==> config.mk <==
export PLATFORM = sky130hd
export DESIGN_NAME = spi_mnrch_gen
export DESIGN_NICKNAME = d
export VERILOG_FILES = /design/src/rtl/spi_pkg.sv /design/src/rtl/spi_sclk_gen.sv /design/src/rtl/spi_mnrch_gen.sv
export SDC_FILE = /design/constraint.sdc
export NUM_CORES = 1
export LEC_CHECK = 0
export ABC_AREA = 1
export BUFFER_PORTS_ARGS = -buffer_cell sky130_fd_sc_hd__buf_2
export CAP_MARGIN = 10
export CORE_MARGIN = 4
export CORE_UTILIZATION = 51
export DETAILED_ROUTE_END_ITERATION = 10
export PLACE_DENSITY = 0.85
export SYNTH_ARGS = -nofsm -noshare
export SYNTH_HDL_FRONTEND = slang
export SYNTH_HIERARCHICAL = 1
export SYNTH_SLANG_ARGS = --single-unit
==> constraint.sdc <==
create_clock -name clk -period 1.8 [get_ports clk]
set_input_delay 0.09 -clock clk [delete_from_list [all_inputs] [get_ports clk]]
set_output_delay 0.09 -clock clk [all_outputs]
set_load 0.005 [all_outputs]
==> src/rtl/spi_pkg.sv <==
// spi_pkg: shared FSM state type and divider constants for the SPI monarch
package spi_pkg;

   typedef enum logic [1:0] {IDLE, SHIFT, BACK, HOLD} spi_state_t;

   typedef enum logic [1:0] {DV_LOAD, DV_SHFT, DV_FULL} div_sel_t;

   // LOAD places the first SCLK fall 2^(DIV_BITS-2)+1 clks after the start edge
   function automatic int div_val(input int div_bits, input div_sel_t sel);
      return sel == DV_LOAD ? (1 << div_bits) - (1 << (div_bits - 2)) - 1 :
             sel == DV_SHFT ? (1 << (div_bits - 1)) + 1 : (1 << div_bits) - 1;
   endfunction

endpackage

==> src/rtl/spi_sclk_gen.sv <==
// spi_sclk_gen: SCLK divider with load, shift strobe and end-of-period flag
module spi_sclk_gen
   import spi_pkg::*;
#(
   parameter int DIV_BITS = 5
) (
   input  logic clk,
   input  logic rst,
   input  logic ld,
   output logic sclk,
   output logic shft,
   output logic full
);

   localparam logic [DIV_BITS-1:0] LOAD = DIV_BITS'(div_val(DIV_BITS, DV_LOAD));
   localparam logic [DIV_BITS-1:0] SHFT = DIV_BITS'(div_val(DIV_BITS, DV_SHFT));
   localparam logic [DIV_BITS-1:0] FULL = DIV_BITS'(div_val(DIV_BITS, DV_FULL));

   logic [DIV_BITS-1:0] div;
   logic                armed;

   // divider free-runs unless loaded; armed waits for the first wrap because the
   // shift value equals LOAD when DIV_BITS is 3
   always_ff @(posedge clk or posedge rst)
      if (rst) begin
         div   <= LOAD;
         armed <= 1'b0;
      end else begin
         div   <= ld ? LOAD : div + 1'b1;
         armed <= !ld && (armed || full);
      end

   assign sclk = div[DIV_BITS-1];
   assign full = div == FULL;
   assign shft = armed && div == SHFT;

endmodule

==> src/rtl/spi_mnrch_gen.sv <==
// spi_mnrch_gen: parametrised mode-0 MSB-first SPI monarch with frame hold
module spi_mnrch_gen
   import spi_pkg::*;
#(
   parameter int WIDTH    = 16,
   parameter int DIV_BITS = 5,
   parameter int LEN_W    = $clog2(WIDTH + 1)
) (
   input  logic             clk,
   input  logic             rst,
   input  logic             snd,
   input  logic [WIDTH-1:0] cmd,
   input  logic [LEN_W-1:0] len,
   input  logic             hold,
   input  logic             MISO,
   output logic             SS_n,
   output logic             SCLK,
   output logic             MOSI,
   output logic             busy,
   output logic             done,
   output logic [WIDTH-1:0] resp
);

   spi_state_t       state, nxt;
   logic [LEN_W-1:0] cnt, len_q, len_eff;
   logic [WIDTH-1:0] shreg;
   logic             hold_q, shft, full, ld, accept, set_done;

   assign len_eff  = (len == '0 || len > LEN_W'(WIDTH)) ? LEN_W'(WIDTH) : len;
   assign accept   = snd && (state == IDLE || state == HOLD);
   assign set_done = state == BACK && full;
   assign ld       = state == IDLE || state == HOLD || set_done;
   assign busy     = state == SHIFT || state == BACK;
   assign MOSI     = shreg[WIDTH-1];
   assign resp     = shreg;

   spi_sclk_gen #(.DIV_BITS(DIV_BITS)) u_sclk (
      .clk  (clk),
      .rst  (rst),
      .ld   (ld),
      .sclk (SCLK),
      .shft (shft),
      .full (full)
   );

   // state register
   always_ff @(posedge clk or posedge rst)
      if (rst) state <= IDLE;
      else     state <= nxt;

   // next state: leave SHIFT on the last shift so BACK always sees the next full
   always_comb begin
      nxt = state;
      if (accept)                                              nxt = SHIFT;
      else if (state == SHIFT && shft && cnt + 1'b1 == len_q) nxt = BACK;
      else if (set_done)                                       nxt = hold_q ? HOLD : IDLE;
   end

   // transaction registers: pre-shift cmd on accept so resp ends right-aligned
   always_ff @(posedge clk or posedge rst)
      if (rst) begin
         SS_n   <= 1'b1;
         done   <= 1'b0;
         cnt    <= '0;
         shreg  <= '0;
         len_q  <= '0;
         hold_q <= 1'b0;
      end else if (accept) begin
         SS_n   <= 1'b0;
         done   <= 1'b0;
         cnt    <= '0;
         shreg  <= cmd << (LEN_W'(WIDTH) - len_eff);
         len_q  <= len_eff;
         hold_q <= hold;
      end else if (state == SHIFT && shft) begin
         shreg  <= {shreg[WIDTH-2:0], MISO};
         cnt    <= cnt + 1'b1;
      end else if (set_done) begin
         done   <= 1'b1;
         SS_n   <= !hold_q;
      end

endmodule
==> run_results.csv, run 1 <==
group,metric,value,unit
worst_setup_path,ff2ff_path_depth,10,
pwr,irDropWorstVdd,0.000299,V
synth,synth_common_cells,"nand2_1 (111), inv_1 (49), dfrtp_1 (32)",
clock_network,path_clk_slew,0.07,ns
placed_design,placed_area,3190,sq um
floorplanning,die_h,79.5,um
worst_hold_path,hold_class,"input pin to register",
synth,synth.distinct_cells,35,
detailed_routing,drt-met1-wl,3.17,mm
worst_setup_path,cp_common_cell,"inv_4",
synth,synth_edf_count,0,
detailed_routing,wl_per_cell,14.5,um
pwr,p_leak,1.95,nW
worst_setup_path,cp_max_fo,11,
worst_setup_path,crit_required,1.97,ns
timing,finalSetupTns,-2.46,ns
cells_and_area,fillers,351,
worst_setup_path,slowest_delay,0.53,ns
worst_setup_path,cp_top_family,"simple AND/OR/NAND/NOR gates",
placed_design,io_buffers,46,
pwr,p_per_area,535,nW/um^2
timing,setup-violations-final,20,
floorplanning,rows,25,
floorplanning,num_io_pins,47,
synth,synth.most_common_cell,"nand2_1",
worst_setup_path,critPathBufInv,4,
timing,setup_ws,-0.192,ns
detailed_routing,top_layer_used,"met4",
synth,async_flop_share,1.00,
worst_setup_path,r2r_slack,-0.14,ns
synth,synth-main-ff-cell,"dfrtp_1",
placed_design,routabilityCongestion,0.918,
synth,syn-cell-area,2610,sq um
clock_network,cts_tree,"built",
detailed_routing,drtIter0Drc,206,
clock_network,cts_sinks,37,
floorplanning,fp.coreArea,4850,sq um
pwr,p_comb_frac,0.300,
clock_network,cts_max_level,2,
cells_and_area,area_delta_synth_final,42.9,%
worst_setup_path,crit_slowest_cell,"or4_4",
timing,grt_setup_unrepaired,"true",
pwr,p_clk_frac,0.281,
detailed_routing,wl_met2,4.11,mm
placed_design,dpl.hpwl,5.10,mm
floorplanning,initial_core_util,0.538,
detailed_routing,drc,0,
synth,yosys-top-cells-area,"dfrtp_1 (31%), nand2_1 (16%), inv_1 (7.1%)",
synth,yosys_register_bits,37,
worst_setup_path,arrival,2.16,ns
synth,syn-instance-count,373,
worst_setup_path,cp-endpoint,"resp[14]$_DFFE_PP0P_",
worst_setup_path,cp_num_cells,14,
timing,hold_viol,0,
pwr,total_power,1.99,mW
worst_setup_path,startpoint,"len[3]",
clock_network,insertion_delay,0.29,ns
timing,max_slew_margin,0.738,
timing,worstMarginPinSlew,0.393,ns
worst_setup_path,r2r-end,"state[1]$_DFFE_PP0P_",
worst_setup_path,critical_path_class,"input pin to register",
pwr,sw_frac_of_total,0.312,
worst_setup_path,cp-start-kind,"input pin",
timing,slew_viol_final,0,
synth,netlist.area_leader.share,0.307,
pwr,p_int,1.37,mW
detailed_routing,ant_nets,0,
timing,period_minus_slack,1.99,ns
synth,synth_top_area_cell,"dfrtp_1",
detailed_routing,vias,2814,
clock_network,cts_buffer_depth,2,
status,status,"finished with violations",
floorplanning,dieArea,6320,sq um
synth,ys.warnings.count,6,
detailed_routing,routed_wl,7.76,mm
pwr,switchingPower,623,uW
timing,fmax,0.502,GHz
cells_and_area,num-nets-final,500,
global_route,grt_pass1_vias,2618,
detailed_routing,wl_met3,398,um
synth,syn_area_per_cell,6.99,sq um
clock_network,cts_made_buffers,5,
pwr,seqPwrFrac,0.418,
global_route,grtUsageTotal,0.232,
detailed_routing,firstDrtPassIters,5,
synth,yosysSeqAreaShare,0.357,
status,violations,"setup timing",
clock_network,cts_root_buffer,"clkbuf_8",
timing,fin_crit_sh,1.11,
flow_run,maxCapViolations,0,
floorplanning,die_w,79.5,um
cells_and_area,antennaDiodeCount,0,
global_route,grt_pass1_wl,11.7,mm
cells_and_area,drive_gt1_frac,0.388,
global_route,overflow,0,
timing,finalClockSkew,0.00655,ns
worst_setup_path,critPathCaptureType,"register",
synth,synth_fp_nets,407,
worst_setup_path,path_cells,"buf_6 > or4_4 > ha_4 > inv_4 > nand2_4 > ha_4 > nand2_4 > inv_4 > nor2_4 > inv_4 > o211ai_1 > nand2_1 > nand2_1 > nand3b_1",
detailed_routing,via_per_inst,5.27,
global_route,grt_max_degree,32,
worst_setup_path,r2r_start,"u_sclk/div[0]$_DFF_PP1_",
cells_and_area,post-route-cell-area,3730,sq um
global_route,antenna_found_initial,0,
## logic make-up after synthesis
group | Yosys count | synth area share
simple gates | 191 | 0.324
buf+inv | 70 | 0.120
compound gates | 62 | 0.141
flops | 37 | 0.357
fa+ha+maj | 8 | 0.0384
mux | 3 | 0.0115
xor+xnor | 2 | 0.00672
## worst register-to-register path: stages, from the launching register on
cell and delay [ns]:
dfstp_2 0.57, ha_4 0.14, nand3_2 0.11, nor3_4 0.16, nand2_2 0.15, a21oi_2 0.12, nand3_1 0.08, nor2_1 0.10
nand4_1 0.19, nand3_1 0.15, nand2_1 0.06
## placed cells by master (no fill, tap or decap), types with 10 or more instances in the layout
cell type | synthesis | layout
buf_4 | 2 | 39
buf_2 | 5 | 45
buf_6 | 5 | 10
o21ai_0 | 30 | 18
nand2_1 | 111 | 101
inv_1 | 49 | 46
nor2_1 | 25 | 17
dfrtp_1 | 32 | 32
nand3_1 | 31 | 24
o211ai_1 | 12 | 12
## per-stage QoR
stage | hold slack (ns) | setup WS (ns) | util | std cells
after floorplan | -0.122 | -0.508 | - | 373
after global placement | 0.0154 | -0.606 | 0.659 | 509
after detailed placement | 0.0241 | -0.651 | 0.659 | 509
after CTS | 0.0215 | -0.121 | 0.727 | 526
after global routing | 0.0196 | -0.278 | 0.769 | 534
final | 0.0250 | -0.192 | 0.769 | 534
## final cells by class
class                           count  area, sq um  area share
Clock buffer                        6         72.6      0.0195
Clock inverter                      2         10.0     0.00269
Inverter                           56          233      0.0625
Multi-Input combinational cell    266         1670       0.447
Sequential cell                    37          932       0.250
Tap cell                           67         83.8      0.0225
Timing Repair Buffer               99          721       0.193
Timing Repair inverter              1         8.76     0.00235
## power by group through the flow
| stage | Clock [mW] | Combinational (mW) | Sequential, mW |
|---|---|---|---|
| floorplan | 0 | 0.311 | 0.849 |
| global placement | 0 | 0.459 | 0.850 |
| detailed placement | 0 | 0.468 | 0.850 |
| CTS | 0.569 | 0.535 | 0.834 |
| global route | 0.607 | 0.651 | 0.834 |
| finish | 0.561 | 0.599 | 0.834 |
## worst min-delay path by stage
stage | from | endpoint | slack (ns) | cells after the start
final | hold | hold_q$_DFFE_PP0P_ | 0.03 | 3
after global routing | hold | hold_q$_DFFE_PP0P_ | 0.02 | 3
after CTS | hold | hold_q$_DFFE_PP0P_ | 0.02 | 3
after detailed placement | rst | u_sclk/armed$_DFF_PP0_ | 0.02 | 2
after global placement | rst | u_sclk/armed$_DFF_PP0_ | 0.02 | 2
after floorplan | rst | u_sclk/armed$_DFF_PP0_ | -0.12 | 1
## state kept, by name (all words and copies together) (netlist names)
| register | cells |
|---|---|
| done | 1 |
| len_q | 5 |
| u_sclk/div | 5 |
| u_sclk/armed | 1 |
| resp | 16 |
| state | 2 |
| SS_n | 1 |
| hold_q | 1 |
| cnt | 5 |
## layer usage
metal  vias up  GRT usage
met5         -          0
met4         0     0.0601
met3         9     0.0282
met2        89      0.416
met1      1321      0.294
li1       1395          -
## repair_timing
action	in CTS	in global routing
hold buffers	1	0
setup endpoints to repair	22	22
cloned	1	1
endpoints found under the hold margin	36	0
setup buffers	7	9
pin swaps	25	26
resized for setup	50	41
No activity file was read; power rests on OpenSTA's default activity.
==> run 2, diff against run 1 <==
--- a/config.mk
+++ b/config.mk
@@ -11,7 +11,9 @@
 export CORE_MARGIN = 4
 export CORE_UTILIZATION = 51
 export DETAILED_ROUTE_END_ITERATION = 10
-export PLACE_DENSITY = 0.85
+export PLACE_DENSITY = 0.86
+export SKIP_CTS_REPAIR_TIMING = 1
+export SKIP_LAST_GASP = 1
 export SYNTH_ARGS = -nofsm -noshare
 export SYNTH_HDL_FRONTEND = slang
 export SYNTH_HIERARCHICAL = 1
==> run_results.csv, run 2 (synthesis results as in run 1) <==
group,metric,value,unit
clock_network,cts_made_buffers,5,
global_route,grt_pass1_vias,2564,
cells_and_area,largest_reg_flops,16,
clock_network,cts_tree,"built",
detailed_routing,firstDrtPassIters,4,
timing,period_minus_slack,2.00,ns
detailed_routing,via_per_inst,5.43,
clock_network,cts_max_level,2,
timing,setup_ws,-0.205,ns
detailed_routing,drtIter0Drc,193,
detailed_routing,ant_nets,0,
placed_design,routabilityCongestion,0.871,
pwr,p_per_area,543,nW/um^2
status,status,"finished with violations",
timing,hold_viol,0,
worst_setup_path,cp_max_fo,6,
timing,worstMarginPinSlew,0.599,ns
detailed_routing,wl_per_cell,14.7,um
timing,setup-violations-final,22,
placed_design,dpl.hpwl,5.22,mm
timing,fin_crit_sh,1.11,
global_route,grt_max_degree,25,
cells_and_area,area_delta_synth_final,42.3,%
clock_network,cts_root_buffer,"clkbuf_8",
worst_setup_path,r2r-end,"SS_n$_DFFE_PP1P_",
worst_setup_path,crit_required,1.97,ns
placed_design,io_buffers,46,
cells_and_area,drive_gt1_frac,0.349,
global_route,antenna_found_initial,0,
worst_hold_path,hold_class,"input pin to register",
pwr,irDropWorstVdd,0.000319,V
global_route,grt_pass1_wl,11.2,mm
floorplanning,dieArea,6320,sq um
detailed_routing,vias,2897,
timing,max_slew_margin,0.600,
worst_setup_path,arrival,2.18,ns
cells_and_area,antennaDiodeCount,0,
worst_setup_path,cp-endpoint,"resp[6]$_DFFE_PP0P_",
clock_network,path_clk_slew,0.07,ns
floorplanning,initial_core_util,0.538,
timing,fmax,0.499,GHz
floorplanning,rows,25,
flow_run,maxCapViolations,0,
worst_setup_path,ff2ff_path_depth,12,
global_route,overflow,0,
cells_and_area,final_common_cell,"nand2_1",
clock_network,insertion_delay,0.29,ns
worst_setup_path,critical_path_class,"input pin to register",
cells_and_area,num-nets-final,500,
clock_network,cts_sinks,37,
floorplanning,fp.coreArea,4850,sq um
cells_and_area,fillers,336,
cells_and_area,layout_common_cells,"nand2_1 (105), inv_1 (48), buf_2 (45)",
timing,finalClockSkew,0.00580,ns
global_route,grtUsageTotal,0.218,
pwr,total_power,2.01,mW
worst_setup_path,startpoint,"len[3]",
worst_setup_path,critPathCaptureType,"register",
clock_network,cts_buffer_depth,2,
pwr,p_leak,1.93,nW
floorplanning,num_io_pins,47,
timing,finalSetupTns,-2.81,ns
worst_setup_path,cp-start-kind,"input pin",
worst_setup_path,r2r_start,"u_sclk/div[0]$_DFF_PP1_",
detailed_routing,routed_wl,7.84,mm
timing,slew_viol_final,0,
status,violations,"setup timing",
worst_setup_path,r2r_slack,-0.20,ns
timing,grt_setup_unrepaired,"true",
detailed_routing,drc,0,
floorplanning,die_h,79.5,um
floorplanning,die_w,79.5,um
-- run 2: cell types whose count changed in the layout (fill, tap and decap cells not counted), sizes merged --
cell	before	now
buf	98	96
clkbuf	6	10
clkinv	6	1
inv	53	56
-- run 2: metrics by stage --
stage | instances | utilization | hold slack, ns | setup slack (ns) | area (sq um)
floorplan | 373 | - | -0.122 | -0.508 | 2680
global placement | 509 | 0.659 | 0.0195 | -0.584 | 3190
detailed placement | 509 | 0.659 | 0.0194 | -0.650 | 3190
CTS | 517 | 0.677 | -0.285 | -0.356 | 3280
global route | 534 | 0.765 | 0.130 | -0.303 | 3710
finish | 534 | 0.765 | 0.125 | -0.205 | 3710
-- run 2: worst min-delay path by stage --
| stage | start | to | slack [ns] | cells past startpoint |
|---|---|---|---|---|
| detailed placement | rst | u_sclk/armed$_DFF_PP0_ | 0.02 | 2 |
| floorplan | rst | u_sclk/armed$_DFF_PP0_ | -0.12 | 1 |
| CTS | rst | u_sclk/armed$_DFF_PP0_ | -0.28 | 2 |
| global placement | rst | u_sclk/armed$_DFF_PP0_ | 0.02 | 2 |
| finish | hold | hold_q$_DFFE_PP0P_ | 0.12 | 3 |
| global route | hold | hold_q$_DFFE_PP0P_ | 0.13 | 3 |
-- run 2: worst max-delay path: stages --
cell and delay, ns:
buf_6 0.09, or4_4 0.53, ha_4 0.26, inv_4 0.07, nand2_4 0.07, ha_4 0.37, buf_12 0.13, o211ai_1 0.12
o211ai_1 0.16, nand2_1 0.11, nand2_1 0.10, nand3_2 0.07
-- run 2: layout make-up --
class / count / area (sq um) / area share
tap: 67 / 83.8 / 0.0226
sequential: 37 / 932 / 0.251
inverter: 56 / 230 / 0.0620
clock buffer: 8 / 90.1 / 0.0243
multi-input combinational: 266 / 1590 / 0.428
timing repair inverter: 1 / 8.76 / 0.00236
timing repair buffer: 99 / 779 / 0.210
-- run 2: metal layers --
metal  part of all wire  vias up  track usage
li1                   -     1394            -
met1               0.41     1355        0.293
met2               0.51      131        0.360
met3              0.061       17       0.0327
met4              0.022        0       0.0653
met5                  0        -            0
-- run 2: power breakdown --
part	total (mW)	internal [mW]	switching, mW	leakage (nW)
Combinational	0.594	0.271	0.323	1.47
Clock	0.587	0.312	0.275	0.0455
Sequential	0.834	0.833	0.00111	0.420
